## src/rtl/diaosi_scoreboard_pkg.sv

```systemverilog
// Shared types and default constants for the diaosi hazard/forwarding scoreboard.
package diaosi_scoreboard_pkg;

  localparam int DEF_DEPTH       = 3;
  localparam int DEF_ALU_LAT     = 1;
  localparam int DEF_LOAD_LAT    = 2;
  localparam int DEF_FLUSH_DEPTH = 1;

  // Forward select: 0 is the register file, k selects the stage holding age k.
  localparam int FWD_W = $clog2(DEF_DEPTH + 1);
  typedef logic [FWD_W-1:0] fwd_sel_t;
  localparam fwd_sel_t FWD_REGFILE = '0;

  // Age is stored wide enough for any practical DEPTH (up to 255).
  localparam int AGE_W = 8;
  typedef logic [AGE_W-1:0] age_t;

  typedef struct packed {
    logic valid;
    age_t age;
    logic is_load;
  } sb_entry_t;

endpackage

```

## src/rtl/diaosi_scoreboard_sb_entry.sv

```systemverilog
// One tracked register: set on issue, aged every cycle, squashed by flush while young.
module diaosi_sb_entry
  import diaosi_scoreboard_pkg::*;
#(
  parameter int DEPTH       = DEF_DEPTH,
  parameter int FLUSH_DEPTH = DEF_FLUSH_DEPTH
) (
  input  logic      clk,
  input  logic      srst,
  input  logic      set,
  input  logic      set_load,
  input  logic      flush,
  output sb_entry_t ent
);

  sb_entry_t ent_reg;
  sb_entry_t ent_next;

  always_comb begin
    ent_next = ent_reg;
    // Flush looks at the pre-aging age, then survivors advance.
    if (flush && ent_reg.valid && (int'(ent_reg.age) <= FLUSH_DEPTH)) begin
      ent_next = '0;
    end
    if (ent_next.valid) begin
      if (int'(ent_next.age) >= DEPTH) begin
        ent_next = '0;
      end else begin
        ent_next.age = ent_next.age + age_t'(1);
      end
    end
    // A new producer replaces whatever was in flight, including one retiring now.
    if (set) begin
      ent_next.valid   = 1'b1;
      ent_next.age     = age_t'(1);
      ent_next.is_load = set_load;
    end
  end

  always_ff @(posedge clk) begin
    if (srst) begin
      ent_reg <= '0;
    end else begin
      ent_reg <= ent_next;
    end
  end

  assign ent = ent_reg;

endmodule

```

## src/rtl/diaosi_scoreboard.sv

```systemverilog
// Decode-stage scoreboard: load-use stall and per-operand forward selects.
// Optional SCOREBOARD_STATS_EN adds a saturating stall-cycle counter output.
module diaosi_scoreboard
  import diaosi_scoreboard_pkg::*;
#(
  parameter int NREGS       = 32,
  parameter int DEPTH       = DEF_DEPTH,
  parameter int ALU_LAT     = DEF_ALU_LAT,
  parameter int LOAD_LAT    = DEF_LOAD_LAT,
  parameter int FLUSH_DEPTH = DEF_FLUSH_DEPTH
) (
  input  logic                         CLK,
  input  logic                         RST,
  input  logic                         issue_valid,
  input  logic                         issue_wen,
  input  logic                         issue_load,
  input  logic [$clog2(NREGS)-1:0]     issue_rd,
  input  logic [$clog2(NREGS)-1:0]     rs_idx,
  input  logic [$clog2(NREGS)-1:0]     rt_idx,
  input  logic                         rs_used,
  input  logic                         rt_used,
  input  logic                         flush,
  output logic                         stall,
  output logic [$clog2(DEPTH+1)-1:0]   fwd_a,
  output logic [$clog2(DEPTH+1)-1:0]   fwd_b
`ifdef SCOREBOARD_STATS_EN
  ,
  output logic [31:0]                  stall_count
`endif
);

  localparam int RW = $clog2(NREGS);
  localparam int FW = $clog2(DEPTH + 1);

  sb_entry_t entries [NREGS];
  logic      accept;
  logic      stall_a;
  logic      stall_b;

  assign accept     = issue_valid & ~stall & ~flush;
  assign entries[0] = '0;

  genvar gi;
  generate
    for (gi = 1; gi < NREGS; gi++) begin : g_entry
      diaosi_sb_entry #(
        .DEPTH       (DEPTH),
        .FLUSH_DEPTH (FLUSH_DEPTH)
      ) u_entry (
        .clk      (CLK),
        .srst     (RST),
        .set      (accept && issue_wen && (issue_rd == RW'(gi))),
        .set_load (issue_load),
        .flush    (flush),
        .ent      (entries[gi])
      );
    end
  endgenerate

  // Returns {stall, forward select} for one operand.
  function automatic logic [FW:0] lookup(input sb_entry_t e, input logic used,
                                         input logic [RW-1:0] idx);
    logic [FW:0] r;
    int          req;
    r   = '0;
    req = e.is_load ? LOAD_LAT : ALU_LAT;
    if (used && (idx != '0) && e.valid) begin
      if (int'(e.age) < req) r[FW] = 1'b1;
      else                   r[FW-1:0] = FW'(e.age);
    end
    return r;
  endfunction

  always_comb begin
    {stall_a, fwd_a} = lookup(entries[rs_idx], rs_used, rs_idx);
    {stall_b, fwd_b} = lookup(entries[rt_idx], rt_used, rt_idx);
  end

  assign stall = stall_a | stall_b;

`ifdef SCOREBOARD_STATS_EN
  logic [31:0] stall_count_reg;

  always_ff @(posedge CLK) begin
    if (RST) begin
      stall_count_reg <= '0;
    end else if (stall && (stall_count_reg != 32'hFFFF_FFFF)) begin
      stall_count_reg <= stall_count_reg + 32'd1;
    end
  end

  assign stall_count = stall_count_reg;
`endif

endmodule

```

## config.mk

```make
export PLATFORM = sky130hd
export DESIGN_NAME = diaosi_scoreboard
export DESIGN_NICKNAME = d
export VERILOG_FILES = /design/src/rtl/diaosi_scoreboard_pkg.sv /design/src/rtl/diaosi_scoreboard_sb_entry.sv /design/src/rtl/diaosi_scoreboard.sv
export SDC_FILE = /design/constraint.sdc
export NUM_CORES = 1
export LEC_CHECK = 0
export BUFFER_PORTS_ARGS = -buffer_cell sky130_fd_sc_hd__buf_4
export CORE_MARGIN = 4
export CORE_UTILIZATION = 30
export CTS_BUF_LIST = sky130_fd_sc_hd__clkbuf_4
export DETAILED_ROUTE_END_ITERATION = 10
export GPL_ROUTABILITY_DRIVEN = 0
export PLACE_DENSITY = 0.42
export SLEW_MARGIN = 10
export SYNTH_ARGS = -nofsm -noshare
export SYNTH_HDL_FRONTEND = slang
export SYNTH_SLANG_ARGS = --single-unit
```

## constraint.sdc

```tcl
create_clock -name CLK -period 7.8 [get_ports CLK]
set_clock_uncertainty 0.15 [all_clocks]
set_input_delay 0.78 -clock CLK [delete_from_list [all_inputs] [get_ports CLK]]
set_output_delay 0.78 -clock CLK [all_outputs]
set_load 0.02 [all_outputs]
```

* Word-level counts from Yosys, hierarchy flattened
Index checks and enable logic that the tools add are counted.
Operators by class: add/subtract/negate cells 31, magnitude comparators 66, eq/ne operators 31, multiplexer cells 200, bitwise operators 7, reduce and logical (&&, ||, !) cells 131
Operator list (count):
- 10-bit two-way mux | 97
- 8-bit by 1-bit adder with 8-bit output, second input constant | 31
- 8-bit by 2-bit greater-or-equal comparator with 1-bit output, second input constant | 31
- 8-bit by 1-bit <= comparator with 1-bit output, second input constant | 31
- 8-bit two-way mux | 31
- 10-bit binary-select mux with 5-bit select | 2
- 1-bit logical AND | 98
- 5-bit equality test, second input constant | 16
- 1-bit two-way mux | 64
- 2-bit OR reduction | 31
- 5-bit by 4-bit equality test with 1-bit output, second input constant | 8
- 5-bit by 3-bit equality test with 1-bit output, second input constant | 4
- 8-bit by 2-bit less-than comparator with 1-bit output | 2
- 6-bit greater-or-equal comparator, second input constant | 2
- 5-bit inverter with 6-bit output | 2
- 5-bit by 2-bit equality test with 1-bit output, second input constant | 2
- 5-bit nonzero test | 2
- 2-bit two-way mux | 4
- 3-bit two-way mux | 2
- 5-bit by 1-bit equality test with 1-bit output, second input constant | 1
- 1-bit bitwise AND | 2
- 1-bit inverter | 2
- 1-bit OR | 1
Word-level totals: bits in registers 310, input port bits 23, output and inout bits 5, word-level logic and storage cells 590

* Depth between registers and ports, before layout
Gate-level depths: netlist of the first run.
word-level depth 15, depth in mapped cells 18, depth with buffers taken out 12

* Hierarchy
A second synthesis of the first run with hierarchy kept.
Unflattened totals: cells, all modules 2129, area total of the unflattened synthesis 18391.4 um^2
Modules (own cells, without submodules):
- diaosi_sb_entry (g_entry[10].u_entry ...) | instances 30, cells each 52, area an instance 455.4 um^2
- diaosi_scoreboard | instances 1, cells each 523, area an instance 4251.6 um^2
- diaosi_sb_entry (g_entry[9].u_entry) | instances 1, cells each 46, area an instance 476.7 um^2

* Worst setup path after synthesis of the first run
Ideal clock, no wire load.
kind in2out, from input rt_idx[1], to output stall, arrival 4.510 ns, data required time 6.870 ns, setup slack 2.360 ns, stages 15, path buffers 6, cell sequence buf_2 buf_2 buf_2 clkbuf_1 mux4_2 mux4_2 nor2_1 nor2_1 ha_1 or4_1 or4_1 nor4_2 a21o_4 buf_4 buf_6
Between the ends: cells in the longest elaborated chain, start to end 9, elaborated cells on any way between the ends 12, classes of those cells 1 x order compare; 6 x mux; 2 x bitwise; 3 x reduce/logical
Ends and longest elaborated chain:
- start: declaration | RTL line diaosi_scoreboard.sv:19 | input logic [$clog2(NREGS)-1:0] rt_idx,
- 5-bit inverter with 6-bit output (not written as such) | RTL line diaosi_scoreboard.sv:76 | {stall_b, fwd_b} = lookup(entries[rt_idx], rt_used, rt_idx);
- 10-bit binary-select mux with 5-bit select | RTL line diaosi_scoreboard.sv:76
- 10-bit two-way mux (not written as such) (2 in series) | RTL line diaosi_scoreboard.sv:76
- 2-bit two-way mux | RTL line diaosi_scoreboard.sv:66 | req = e.is_load ? LOAD_LAT : ALU_LAT;
- 8-bit by 2-bit less-than comparator with 1-bit output | RTL line diaosi_scoreboard.sv:68 | if (int'(e.age) < req) r[FW] = 1'b1;
- 1-bit two-way mux | RTL line diaosi_scoreboard.sv:68
- 3-bit two-way mux * | RTL line diaosi_scoreboard.sv:67 | if (used && (idx != '0) && e.valid) begin
- 1-bit OR * | RTL line diaosi_scoreboard.sv:79 | assign stall = stall_a | stall_b;
- end: declaration | RTL line diaosi_scoreboard.sv:23 | output logic stall,
Mark *: on every way between the ends. The rest lies on a longest branch, timed or not. The select of a mux whose other input is x is not followed.

* Final worst setup path of the first run
from input rt_idx[0], to output stall
Same word-level chain as after synthesis.

==> results.py, run 1 <==
metrics = {
    "run_status": {
        "outcome": "completed",
    },
    "setup_path": {
        "reg2reg_setup_slack_ns": 3.10,
        "crit_cells": 11,
        "critical_path.max_fanout": 44,
        "worstSetupPathType": "input port to primary output",
        "worst_ep_required_time_ns": 6.87,
        "timing.critical_path.max_delay_family": "simple AND/OR/NAND/NOR gates",
        "arr_time_crit_path_ns": 5.01,
        "reg_to_reg_start": "g_entry[13].u_entry.ent[2]",
        "worst_path_cell_trace": "buf_4 > mux4_2 > mux4_2 > nor2_1 > nor2_1 > ha_1 > or4_1 > or4_1 > nor4_2 > a21o_4 > buf_4",
        "critical_path.reg2reg.endpoint": "g_entry[2].u_entry.ent[4]",
        "reg2reg_depth": 11,
        "worst_path_largest_cell_delay_ns": 0.59,
        "critPathLaunchType": "input port",
        "crit_buf_inv": 2,
        "worst_setup_path_endpoint": "stall",
        "startpoint": "rt_idx[0]",
        "slowest_stage": "sky130_fd_sc_hd__mux4_2",
        "worstSetupEndpointType": "primary output",
    },
    "global_routing": {
        "first_global_vias": 14400,
        "grt_max_degree": 94,
        "grt_first_pass_wirelength_um": 87840,
        "global_route_overflow": 0,
        "global_route.usage.total_pct": 18.06,
        "antenna_found_initial": 4,
    },
    "floorplanning": {
        "core.rowCount": 88,
        "initial_core_util_pct": 30.33,
        "fp.dieW_um": 249.5,
        "floorplan.die.height_um": 249.5,
        "io-pin-count": 28,
        "floorplan.core_area_um2": 57700,
        "floorplan.die_area_um2": 62260,
    },
    "sta": {
        "finalHoldViolCount": 0,
        "count_of_pins_over_their_slew_limit": 0,
        "fmaxAchievable_mhz": 168.3,
        "final_min_period_over_clock_period_pct": 76.18,
        "final.min_clock_period_ns": 5.942,
        "setup_violations": 0,
        "slew-limit-headroom_pct": 24.14,
        "finalSetupTns_ns": 0,
        "rsz0062_at_grt": "false",
        "layout_setup_ws_ns": 1.858,
        "worst-slew-pin-transition_ns": 1.128,
    },
    "route": {
        "via_count": 15010,
        "avgViaCountPerCell": 5.475,
        "top_signal_layer_used": "met5",
        "initialDrtViolationCount": 988,
        "route.met2.wl_um": 25330,
        "drt_pass1_iterations": 5,
        "wl_met1_um": 27400,
        "wl_um": 57800,
        "routed-wl-met3_um": 3404,
        "drc": 0,
        "routedWlPerCell_um": 21.09,
        "ant_nets": 0,
    },
    "pwr": {
        "vdd.ir_drop.worst_mv": 0.08614,
        "pwr-share-seq_pct": 46.4,
        "overall_power_consumption_uw": 3423,
        "internal_power_uw": 2545,
        "p_comb_share_pct": 6.4,
        "power.share.clock_pct": 47.2,
        "switching_power_uw": 878.7,
        "netSwitchingFraction_pct": 25.67,
        "leakagePower_uw": 0.007348,
        "pwr_density_cell_nw_per_um2": 178.1,
    },
    "place": {
        "detailed_place_hpwl_um": 40990,
        "dpl_worst_slack_ns": 1.893,
        "port-buffer-count": 27,
    },
    "clock_tree": {
        "cts_tree": "done",
        "cts_hold_buf": 0,
        "clk_pin_slew_worst_paths_ns": 0.06,
        "cts_post_setup_buffers_inserted": 0,
        "cts.root.buffer_cell": "sky130_fd_sc_hd__clkbuf_4",
        "cts.htree.levels": 3,
        "cts_num_sinks": 310,
        "cts_buffers": 93,
        "cts_buffer_depth": 3,
        "resized_after_cts": 0,
        "worst_skew_pair.late_latency_ns": 0.85,
    },
    "synthesis": {
        "yosys-top-cells-count": "sky130_fd_sc_hd__dfxtp_1 (310), sky130_fd_sc_hd__nand2_1 (159), sky130_fd_sc_hd__nor2_1 (146)",
        "post_syn_nets": 1996,
        "postSynth.asyncResetShare_pct": 0,
        "distinct_cell_type_count_after_synthesis": 83,
        "synth_most_common_cell": "sky130_fd_sc_hd__dfxtp_1",
        "synthesis.yosys.warnings": 0,
        "synth_top_area_cell": "sky130_fd_sc_hd__dfxtp_1",
        "ff_latch_count_synth": 310,
        "synthesis.instances": 1940,
        "yosys.area.top_type_share_pct": 35.46,
        "edff_count_synth": 0,
        "synth.yosys.seq_area_share_pct": 35.46,
        "synthesis.area_um2": 17500,
        "synth.avg_cell_area_um2": 9.020,
        "synthTopCellsByArea": "sky130_fd_sc_hd__dfxtp_1 (35%), sky130_fd_sc_hd__mux4_2 (7.7%), sky130_fd_sc_hd__nand2_1 (3.4%), sky130_fd_sc_hd__mux2i_1 (3.3%), sky130_fd_sc_hd__nor2_1 (3.1%)",
        "yosys_most_used_dff": "sky130_fd_sc_hd__dfxtp_1",
    },
    "cells_and_area": {
        "numnets_final": 1961,
        "syn_to_final_growth_pct": 9.824,
        "sequential_cell_area_um2": 6206,
        "largest_register_ff_count": 310,
        "fillers": 6078,
        "layout-drive-gt1-share_pct": 17.33,
        "multi_input_area_um2": 10290,
    },
    "job": {
        "max_cap_viol_count": 0,
    },
    "min_path": {
        "hold_path.class": "flop to flop",
        "worstHoldPathCells": 1,
    },
}
[cell families (layout without fill, tap and decap cells)]
family,after synthesis,count (layout),share of synthesized area (%)
AOI/OAI and AO/OA,284,284,10.40
and+or+nand+nor,897,897,31.34
other,0,2,0
buffers and inverters,232,266,5.741
muxes,130,130,11.99
adders and majority gates,33,33,2.360
xor gates and xnor gates,54,54,2.703
DFF,310,310,35.46
[through the flow]
step / instance area [µm²] / hold WS (ns) / util [%] / std cells
CTS: 19210 / 0.2713 / 33.30 / 2739
detailed placement: 18000 / 0.3200 / 31.20 / 2575
global placement: 18000 / 0.3180 / 31.20 / 2575
floorplan: 17500 / 0.3032 / - / 1940
finish: 19220 / 0.3304 / 33.31 / 2741
global route: 19220 / 0.3306 / 33.31 / 2740
[worst min-delay path by stage]
stage | startpoint | endpoint | slack, ns
6_report | g_entry[28].u_entry.ent[8] | g_entry[28].u_entry.ent[8] | 0.33
5_1_grt | issue_rd[3] | g_entry[1].u_entry.ent[0] | 0.33
4_1_cts | issue_rd[2] | g_entry[1].u_entry.ent[0] | 0.27
3_5_place_dp | g_entry[22].u_entry.ent[3] | g_entry[22].u_entry.ent[3] | 0.32
3_3_place_gp | g_entry[28].u_entry.ent[4] | g_entry[28].u_entry.ent[4] | 0.32
2_1_floorplan | g_entry[22].u_entry.ent[4] | g_entry[22].u_entry.ent[4] | 0.30
[layout by cell type (no fill, tap or decap), types with 24 or more instances in the layout]
cell	Yosys	routed
sky130_fd_sc_hd__clkinv_1	4	25
sky130_fd_sc_hd__a21oi_1	92	92
sky130_fd_sc_hd__and4bb_2	29	29
sky130_fd_sc_hd__clkbuf_4	0	136
sky130_fd_sc_hd__xnor2_1	24	24
sky130_fd_sc_hd__mux2i_1	57	57
sky130_fd_sc_hd__buf_4	3	40
sky130_fd_sc_hd__nand2_1	159	159
sky130_fd_sc_hd__nor3_1	86	86
sky130_fd_sc_hd__dfxtp_1	310	310
sky130_fd_sc_hd__or3_1	31	31
sky130_fd_sc_hd__xor2_1	30	30
sky130_fd_sc_hd__nor3b_1	26	26
sky130_fd_sc_hd__inv_1	55	55
sky130_fd_sc_hd__nand4_1	34	34
sky130_fd_sc_hd__nor2b_1	34	34
sky130_fd_sc_hd__nor4_1	40	40
sky130_fd_sc_hd__ha_1	33	33
sky130_fd_sc_hd__nand3_1	51	51
sky130_fd_sc_hd__nor2_1	146	146
sky130_fd_sc_hd__mux4_2	60	60
sky130_fd_sc_hd__and3_1	69	69
sky130_fd_sc_hd__nor4b_1	26	26
sky130_fd_sc_hd__o21ai_0	62	62
[worst reg2reg max path, stage by stage, from the launching register on]
cell,delay [ns]
sky130_fd_sc_hd__dfxtp_1,0.43
sky130_fd_sc_hd__mux4_2,0.48
sky130_fd_sc_hd__mux4_2,0.50
sky130_fd_sc_hd__nor2_1,0.15
sky130_fd_sc_hd__nor2_1,0.07
sky130_fd_sc_hd__ha_1,0.19
sky130_fd_sc_hd__or4_1,0.50
sky130_fd_sc_hd__or4_1,0.47
sky130_fd_sc_hd__nor4_2,0.32
sky130_fd_sc_hd__a21o_4,0.57
sky130_fd_sc_hd__or4_1,0.44
sky130_fd_sc_hd__nor4bb_1,0.31
[layer usage]
layer,track usage (%),vias up
li1,-,7133
met1,25.12,7337
met2,27.47,417
met3,4.293,119
met4,6.360,2
met5,0,-
[layout make-up]
type	count	share of cell area [%]
multi-input cells	1398	53.55
flip-flops and latches	310	32.29
clock buffers	136	5.313
well taps	765	4.980
repair buffers	41	1.634
inverters	61	1.204
clock inverters	28	1.003
diodes	2	0.02604
[power groups by stage]
stage	combinational (µW)	sequential, µW	clock [µW]
after floorplan	153	1620	0
after global placement	216	1620	0
after detailed placement	217	1620	0
after CTS	217	1590	1700
after global routing	233	1590	1780
final	218	1590	1620
No activity file was read; power rests on OpenSTA's default activity.
==> inputs of run 2 (changes only) <==
- ABC_AREA: unset -> 1
- PLACE_DENSITY: 0.42 -> 0.44
- clock period: 7.8 -> 5.3 ns (I/O delays scaled with it)
==> run 2 against run 1 <==
Net effect: combinational power is 120% higher; cell count is 30% higher; first-iteration DRC count is 44% higher; power is 50% higher; clock-buffer cell count is 6 lower; synthesized cell count is 39% higher; global-route usage is 2.3 points higher; synthesized area is 1.0% lower; sequential share of layout area is 0.11 points lower; critical endpoint unchanged; largest cell class unchanged; largest power group is now registers.
==> results.py, run 2 <==
metrics = {
    "cells_and_area": {
        "numnets_final": 2780,
        "layout_commonest_cell": "sky130_fd_sc_hd__nand2_1",
        "largest_register_ff_count": 310,
        "syn_to_final_growth_pct": 11.33,
        "mostFrequentLayoutCells": "sky130_fd_sc_hd__nand2_1 (750), sky130_fd_sc_hd__nor2_1 (535), sky130_fd_sc_hd__dfxtp_1 (310), sky130_fd_sc_hd__inv_1 (276), sky130_fd_sc_hd__nand3_1 (159)",
        "sequential_cell_area_um2": 6206,
        "layout-drive-gt1-share_pct": 10.39,
        "multi_input_area_um2": 9395,
        "fillers": 6300,
    },
    "floorplanning": {
        "core.rowCount": 87,
        "fp.dieW_um": 248.3,
        "floorplan.die_area_um2": 61650,
        "floorplan.die.height_um": 248.3,
        "floorplan.core_area_um2": 56820,
        "io-pin-count": 28,
        "initial_core_util_pct": 30.48,
    },
    "setup_path": {
        "critical_path.max_fanout": 37,
        "worst_ep_required_time_ns": 4.62,
        "arr_time_crit_path_ns": 3.75,
        "worstSetupPathType": "input port to primary output",
        "worstSetupEndpointType": "primary output",
        "critPathLaunchType": "input port",
        "reg2reg_depth": 17,
    },
    "pwr": {
        "leakagePower_uw": 0.008153,
        "vdd.ir_drop.worst_mv": 0.1426,
        "pwr_density_cell_nw_per_um2": 265.7,
        "netSwitchingFraction_pct": 28.40,
        "p_comb_share_pct": 9.2,
        "internal_power_uw": 3669,
        "power.share.clock_pct": 45.1,
        "pwr-share-seq_pct": 45.6,
        "switching_power_uw": 1455,
    },
    "sta": {
        "slew-limit-headroom_pct": 37.02,
        "setup_violations": 0,
        "fmaxAchievable_mhz": 225.5,
        "rsz0062_at_grt": "false",
        "finalSetupTns_ns": 0,
        "worst-slew-pin-transition_ns": 0.9433,
        "final_min_period_over_clock_period_pct": 83.65,
        "final.min_clock_period_ns": 4.434,
        "whs_ns": 0.08850,
        "finalHoldViolCount": 0,
        "count_of_pins_over_their_slew_limit": 0,
    },
    "route": {
        "avgViaCountPerCell": 4.880,
        "initialDrtViolationCount": 1421,
        "via_count": 17330,
        "routedWlPerCell_um": 17.69,
        "ant_nets": 0,
        "wl_um": 62840,
        "drt_pass1_iterations": 5,
        "drc": 0,
    },
    "synthesis": {
        "distinct_cell_type_count_after_synthesis": 41,
        "edff_count_synth": 0,
        "yosys.area.top_type_share_pct": 35.83,
        "synthesis.area_um2": 17320,
        "postSynth.asyncResetShare_pct": 0,
        "post_syn_nets": 2755,
        "synth.yosys.seq_area_share_pct": 35.83,
        "synthesis.yosys.warnings": 0,
        "synthTopCellsByArea": "sky130_fd_sc_hd__dfxtp_1 (36%), sky130_fd_sc_hd__nand2_1 (16%), sky130_fd_sc_hd__nor2_1 (12%), sky130_fd_sc_hd__inv_1 (6.0%), sky130_fd_sc_hd__nand3_1 (4.6%)",
        "synth_most_common_cell": "sky130_fd_sc_hd__nand2_1",
        "yosys_most_used_dff": "sky130_fd_sc_hd__dfxtp_1",
        "synth_top_area_cell": "sky130_fd_sc_hd__dfxtp_1",
        "synthesis.instances": 2699,
        "yosys-top-cells-count": "sky130_fd_sc_hd__nand2_1 (750), sky130_fd_sc_hd__nor2_1 (535), sky130_fd_sc_hd__dfxtp_1 (310)",
        "ff_latch_count_synth": 310,
        "synth.avg_cell_area_um2": 6.418,
    },
    "clock_tree": {
        "cts_num_sinks": 310,
        "cts.htree.levels": 3,
        "cts_tree": "done",
        "cts_buffers": 93,
        "worst_skew_pair.late_latency_ns": 0.90,
        "clk_pin_slew_worst_paths_ns": 0.07,
        "cts.root.buffer_cell": "sky130_fd_sc_hd__clkbuf_4",
        "cts_buffer_depth": 3,
    },
    "global_routing": {
        "global_route.usage.total_pct": 20.32,
        "grt_first_pass_wirelength_um": 96140,
        "first_global_vias": 16450,
        "grt_max_degree": 42,
        "antenna_found_initial": 3,
        "global_route_overflow": 0,
    },
    "min_path": {
        "hold_path.class": "input port to flop",
        "worstHoldPathCells": 6,
    },
    "place": {
        "detailed_place_hpwl_um": 45450,
        "port-buffer-count": 27,
    },
    "run_status": {
        "outcome": "completed",
    },
    "job": {
        "max_cap_viol_count": 0,
    },
}
==> run 2: area by class of cell <==
type                    instances  area share [%]
diodes                          6         0.07786
well taps                     756           4.905
clock inverters                31          0.9408
inverters                     294           5.749
flip-flops and latches        310           32.18
clock buffers                 130           5.061
repair buffers                 57           2.362
multi-input cells            1968           48.72
==> run 2: cells by family after synthesis <==
kind of cell | share of synthesized area (%)
buf+inv | 10.04
simple gates | 41.14
compound gates | 10.60
flops | 35.83
fa+ha+maj | 2.384
==> run 2: worst max-delay path, cell delays in order <==
cell,delay (ns)
sky130_fd_sc_hd__buf_4,0.39
sky130_fd_sc_hd__nand2_1,0.61
sky130_fd_sc_hd__o21ai_0,0.56
sky130_fd_sc_hd__o22ai_1,0.14
sky130_fd_sc_hd__o21ai_0,0.16
sky130_fd_sc_hd__o21a_1,0.17
sky130_fd_sc_hd__ha_1,0.24
sky130_fd_sc_hd__nand2_1,0.12
sky130_fd_sc_hd__nand4_4,0.33
sky130_fd_sc_hd__nand2_1,0.27
sky130_fd_sc_hd__buf_4,0.17
==> run 2: path summary, 6_finish.rpt <==
kind / startpoint / endpoint / slack [ns]
worst max-delay path: rt_idx[0] / stall / 0.87
worst min-delay path: issue_rd[1] / g_entry[16].u_entry.ent[1] / 0.09
worst max register to register: g_entry[6].u_entry.ent[2] / g_entry[31].u_entry.ent[2] / 1.80
worst min register to register: g_entry[24].u_entry.ent[3] / g_entry[24].u_entry.ent[3] / 0.28
==> run 2: layer usage <==
metal	global-route usage (%)	wire length (µm)	vias up	share of wire, %
li1	-	-	8684	-
met1	28.22	29020	7942	46
met2	31.03	27020	587	43
met3	4.715	5049	120	8.0
met4	6.946	1751	0	2.8
met5	0	0	-	0
==> run 2: timing repair <==
action,in CTS,in global routing
hold buffers,6,0
endpoints found under the hold margin,48,0
endpoints found under the setup margin,0,0
setup buffers,0,0
gates resized for setup,0,0
==> run 2: power by group through the flow <==
stage,combinational [µW],sequential (µW),clock [µW]
3_3_place_gp,461,2390,0
5_1_grt,506,2340,2550
4_1_cts,466,2340,2430
3_5_place_dp,461,2390,0
2_1_floorplan,297,2390,0
6_report,473,2340,2310
==> run 2: per-stage QoR <==
step	area [µm²]	total power, µW	utilization [%]	std cells	setup slack [ns]
floorplan	17320	2684	-	2699	1.684
global placement	18050	2850	31.77	3379	0.9401
detailed placement	18050	2850	31.77	3379	0.9183
CTS	19270	5236	33.91	3546	0.9115
global route	19280	5392	33.93	3551	0.7128
finish	19280	5125	33.94	3552	0.8663
==> inputs of run 3 (changes only) <==
- PLACE_DENSITY: 0.44 -> 0.42
- clock period: 5.3 -> 4.5 ns (I/O delays scaled with it)
==> run 3 against run 2 <==
Net effect: combinational power up 23%; sequential power up 18%; sequential share of layout area down 0.42 points; clock power up 17%; power up 18%; global-route usage up 0.49 points; cell count up 0.99%; hold slack better by 0.11 ns; critical path type is now flop to primary output; register-to-register slack worse by 0.87 ns.
==> results.py, run 3 (synthesized netlist as in run 2, its figures left out) <==
metrics = {
    "sta": {
        "final_min_period_over_clock_period_pct": 91.58,
        "setup_violations": 0,
        "final.min_clock_period_ns": 4.121,
        "fmaxAchievable_mhz": 242.6,
        "finalHoldViolCount": 0,
        "count_of_pins_over_their_slew_limit": 0,
        "finalSetupTns_ns": 0,
        "rsz0062_at_grt": "false",
        "worst-slew-pin-transition_ns": 0.6539,
        "slew-limit-headroom_pct": 56.07,
    },
    "setup_path": {
        "worstSetupEndpointType": "primary output",
        "critical_path.reg2reg.endpoint": "g_entry[19].u_entry.ent[1]",
        "worstSetupPathType": "flop to primary output",
        "worst_ep_required_time_ns": 3.90,
        "arr_time_crit_path_ns": 3.52,
        "critical_path.max_fanout": 10,
        "reg2reg_depth": 17,
        "reg2reg_setup_slack_ns": 0.93,
        "reg_to_reg_start": "g_entry[6].u_entry.ent[2]",
        "critPathLaunchType": "flop",
    },
    "route": {
        "initialDrtViolationCount": 1289,
        "wl_um": 64430,
        "drc": 0,
        "drt_pass1_iterations": 6,
        "routedWlPerCell_um": 17.96,
        "avgViaCountPerCell": 4.900,
        "via_count": 17580,
        "ant_nets": 0,
    },
    "floorplanning": {
        "io-pin-count": 28,
        "fp.dieW_um": 248.3,
        "floorplan.core_area_um2": 56820,
        "floorplan.die_area_um2": 61650,
        "core.rowCount": 87,
        "floorplan.die.height_um": 248.3,
        "initial_core_util_pct": 30.48,
    },
    "cells_and_area": {
        "multi_input_area_um2": 9398,
        "layout.core_utilization_pct": 34.38,
        "sequential_cell_area_um2": 6206,
        "syn_to_final_growth_pct": 12.79,
        "mostFrequentLayoutCells": "sky130_fd_sc_hd__nand2_1 (749), sky130_fd_sc_hd__nor2_1 (535), sky130_fd_sc_hd__dfxtp_1 (310), sky130_fd_sc_hd__inv_1 (276), sky130_fd_sc_hd__nand3_1 (159)",
        "numnets_final": 2808,
        "fillers": 6467,
        "layout_commonest_cell": "sky130_fd_sc_hd__nand2_1",
        "layout-drive-gt1-share_pct": 11.23,
        "largest_register_ff_count": 310,
    },
    "global_routing": {
        "globalRoute.busiestLayer": "met2",
        "globalRouteMet2Util_pct": 33.12,
        "grt_use_met1_pct": 27.84,
        "grt_max_degree": 64,
        "first_global_vias": 16710,
        "global_route.usage.total_pct": 20.81,
        "global_route_overflow": 0,
        "gr_util_met3_pct": 4.004,
        "grt_first_pass_wirelength_um": 98340,
        "antenna_found_initial": 3,
    },
    "min_path": {
        "hold_path.class": "input port to flop",
        "timing.hold.worst_endpoint": "g_entry[22].u_entry.ent[6]",
        "worstHoldPathCells": 6,
        "hold_path.startpoint": "flush",
    },
    "clock_tree": {
        "cts.htree.levels": 3,
        "cts_buffer_depth": 3,
        "worst_skew_pair.late_latency_ns": 0.90,
        "cts_tree": "done",
        "cts.root.buffer_cell": "sky130_fd_sc_hd__clkbuf_4",
        "cts_num_sinks": 310,
        "cts_post_setup_buffers_inserted": 0,
        "clk_pin_slew_worst_paths_ns": 0.06,
        "cts_buffers": 96,
    },
    "job": {
        "max_cap_viol_count": 0,
    },
    "pwr": {
        "vdd.ir_drop.worst_mv": 0.1788,
        "leakagePower_uw": 0.008308,
        "pwr_density_cell_nw_per_um2": 308.7,
    },
    "run_status": {
        "outcome": "completed",
    },
    "place": {
        "port-buffer-count": 27,
        "detailed_place_hpwl_um": 47210,
    },
}
==> run 3: cell types whose count changed in the layout (fill, tap and decap cells not counted), moves of 2 or more <==
| cell | before | now |
|---|---|---|
| sky130_fd_sc_hd__buf_12 | 1 | 5 |
| sky130_fd_sc_hd__buf_4 | 50 | 67 |
| sky130_fd_sc_hd__bufinv_16 | 2 | 0 |
| sky130_fd_sc_hd__clkbuf_4 | 130 | 137 |
| sky130_fd_sc_hd__clkinv_1 | 33 | 37 |
| sky130_fd_sc_hd__clkinv_2 | 3 | 5 |
| sky130_fd_sc_hd__dlygate4sd3_1 | 6 | 10 |
==> run 3: layer usage <==
layer / wire (µm) / share of wire [%] / vias to the layer above
li1: - / - / 8765
met1: 30000 / 47 / 8125
met2: 28630 / 44 / 524
met3: 3348 / 5.2 / 161
met4: 2441 / 3.8 / 2
met5: 7 / 0.011 / -
==> run 3: repair_timing <==
action,CTS,global route
gates resized for setup,0,1
endpoints found under the setup margin,0,1
hold buffers,10,0
hold endpoints to repair,87,0
==> run 3: worst max-delay path, stage by stage (launching register included) <==
cell                       delay (ns)
sky130_fd_sc_hd__dfxtp_1         0.36
sky130_fd_sc_hd__inv_1           0.13
sky130_fd_sc_hd__a21oi_1         0.07
sky130_fd_sc_hd__o21ai_0         0.12
sky130_fd_sc_hd__o21ai_0         0.17
sky130_fd_sc_hd__o221ai_1        0.21
sky130_fd_sc_hd__nand2_1         0.09
sky130_fd_sc_hd__o21ai_0         0.21
sky130_fd_sc_hd__inv_1           0.07
sky130_fd_sc_hd__ha_1            0.20
sky130_fd_sc_hd__inv_1           0.05
sky130_fd_sc_hd__nand2_1         0.04
sky130_fd_sc_hd__nor2_1          0.19
sky130_fd_sc_hd__nand4_4         0.33
sky130_fd_sc_hd__nand2_2         0.25
sky130_fd_sc_hd__buf_4           0.17
==> run 3: power breakdown <==
part / switching [µW] / internal (µW)
combinational: 431 / 152
sequential: 3.61 / 2750
clock: 1300 / 1390
total: 1740 / 4290
==> run 3: per-stage QoR <==
stage | area, µm² | total power, µW | cells | setup WS (ns) | hold WS, ns
CTS | 19520 | 6152 | 3580 | 0.2188 | 0.1164
global route | 19540 | 6336 | 3587 | 0.06266 | 0.1841
finish | 19540 | 6032 | 3587 | 0.3788 | 0.1956
floorplan | 17320 | 3161 | 2699 | 1.044 | 0.2680
global placement | 18260 | 3384 | 3400 | 0.4739 | 0.2761
detailed placement | 18260 | 3381 | 3400 | 0.5037 | 0.2815
==> run 3: area by class of cell <==
type,count,area share [%]
multi-input cells,1968,48.10
flip-flops and latches,310,31.76
inverters,294,5.674
clock buffers,137,5.264
well taps,756,4.841
repair buffers,82,3.599
clock inverters,33,0.6660
diodes,7,0.08966
==> run 3: worst max path at each step <==
| stage | startpoint | end | slack (ns) | depth (start not counted) |
|---|---|---|---|---|
| after floorplan | rs_idx[0] | stall | 1.04 | 19 |
| after global placement | rt_idx[0] | stall | 0.47 | 16 |
| after detailed placement | rt_idx[0] | stall | 0.50 | 16 |
| after CTS | g_entry[6].u_entry.ent[2] | stall | 0.22 | 15 |
| after global routing | g_entry[6].u_entry.ent[2] | stall | 0.06 | 15 |
| final | g_entry[6].u_entry.ent[2] | stall | 0.38 | 15 |
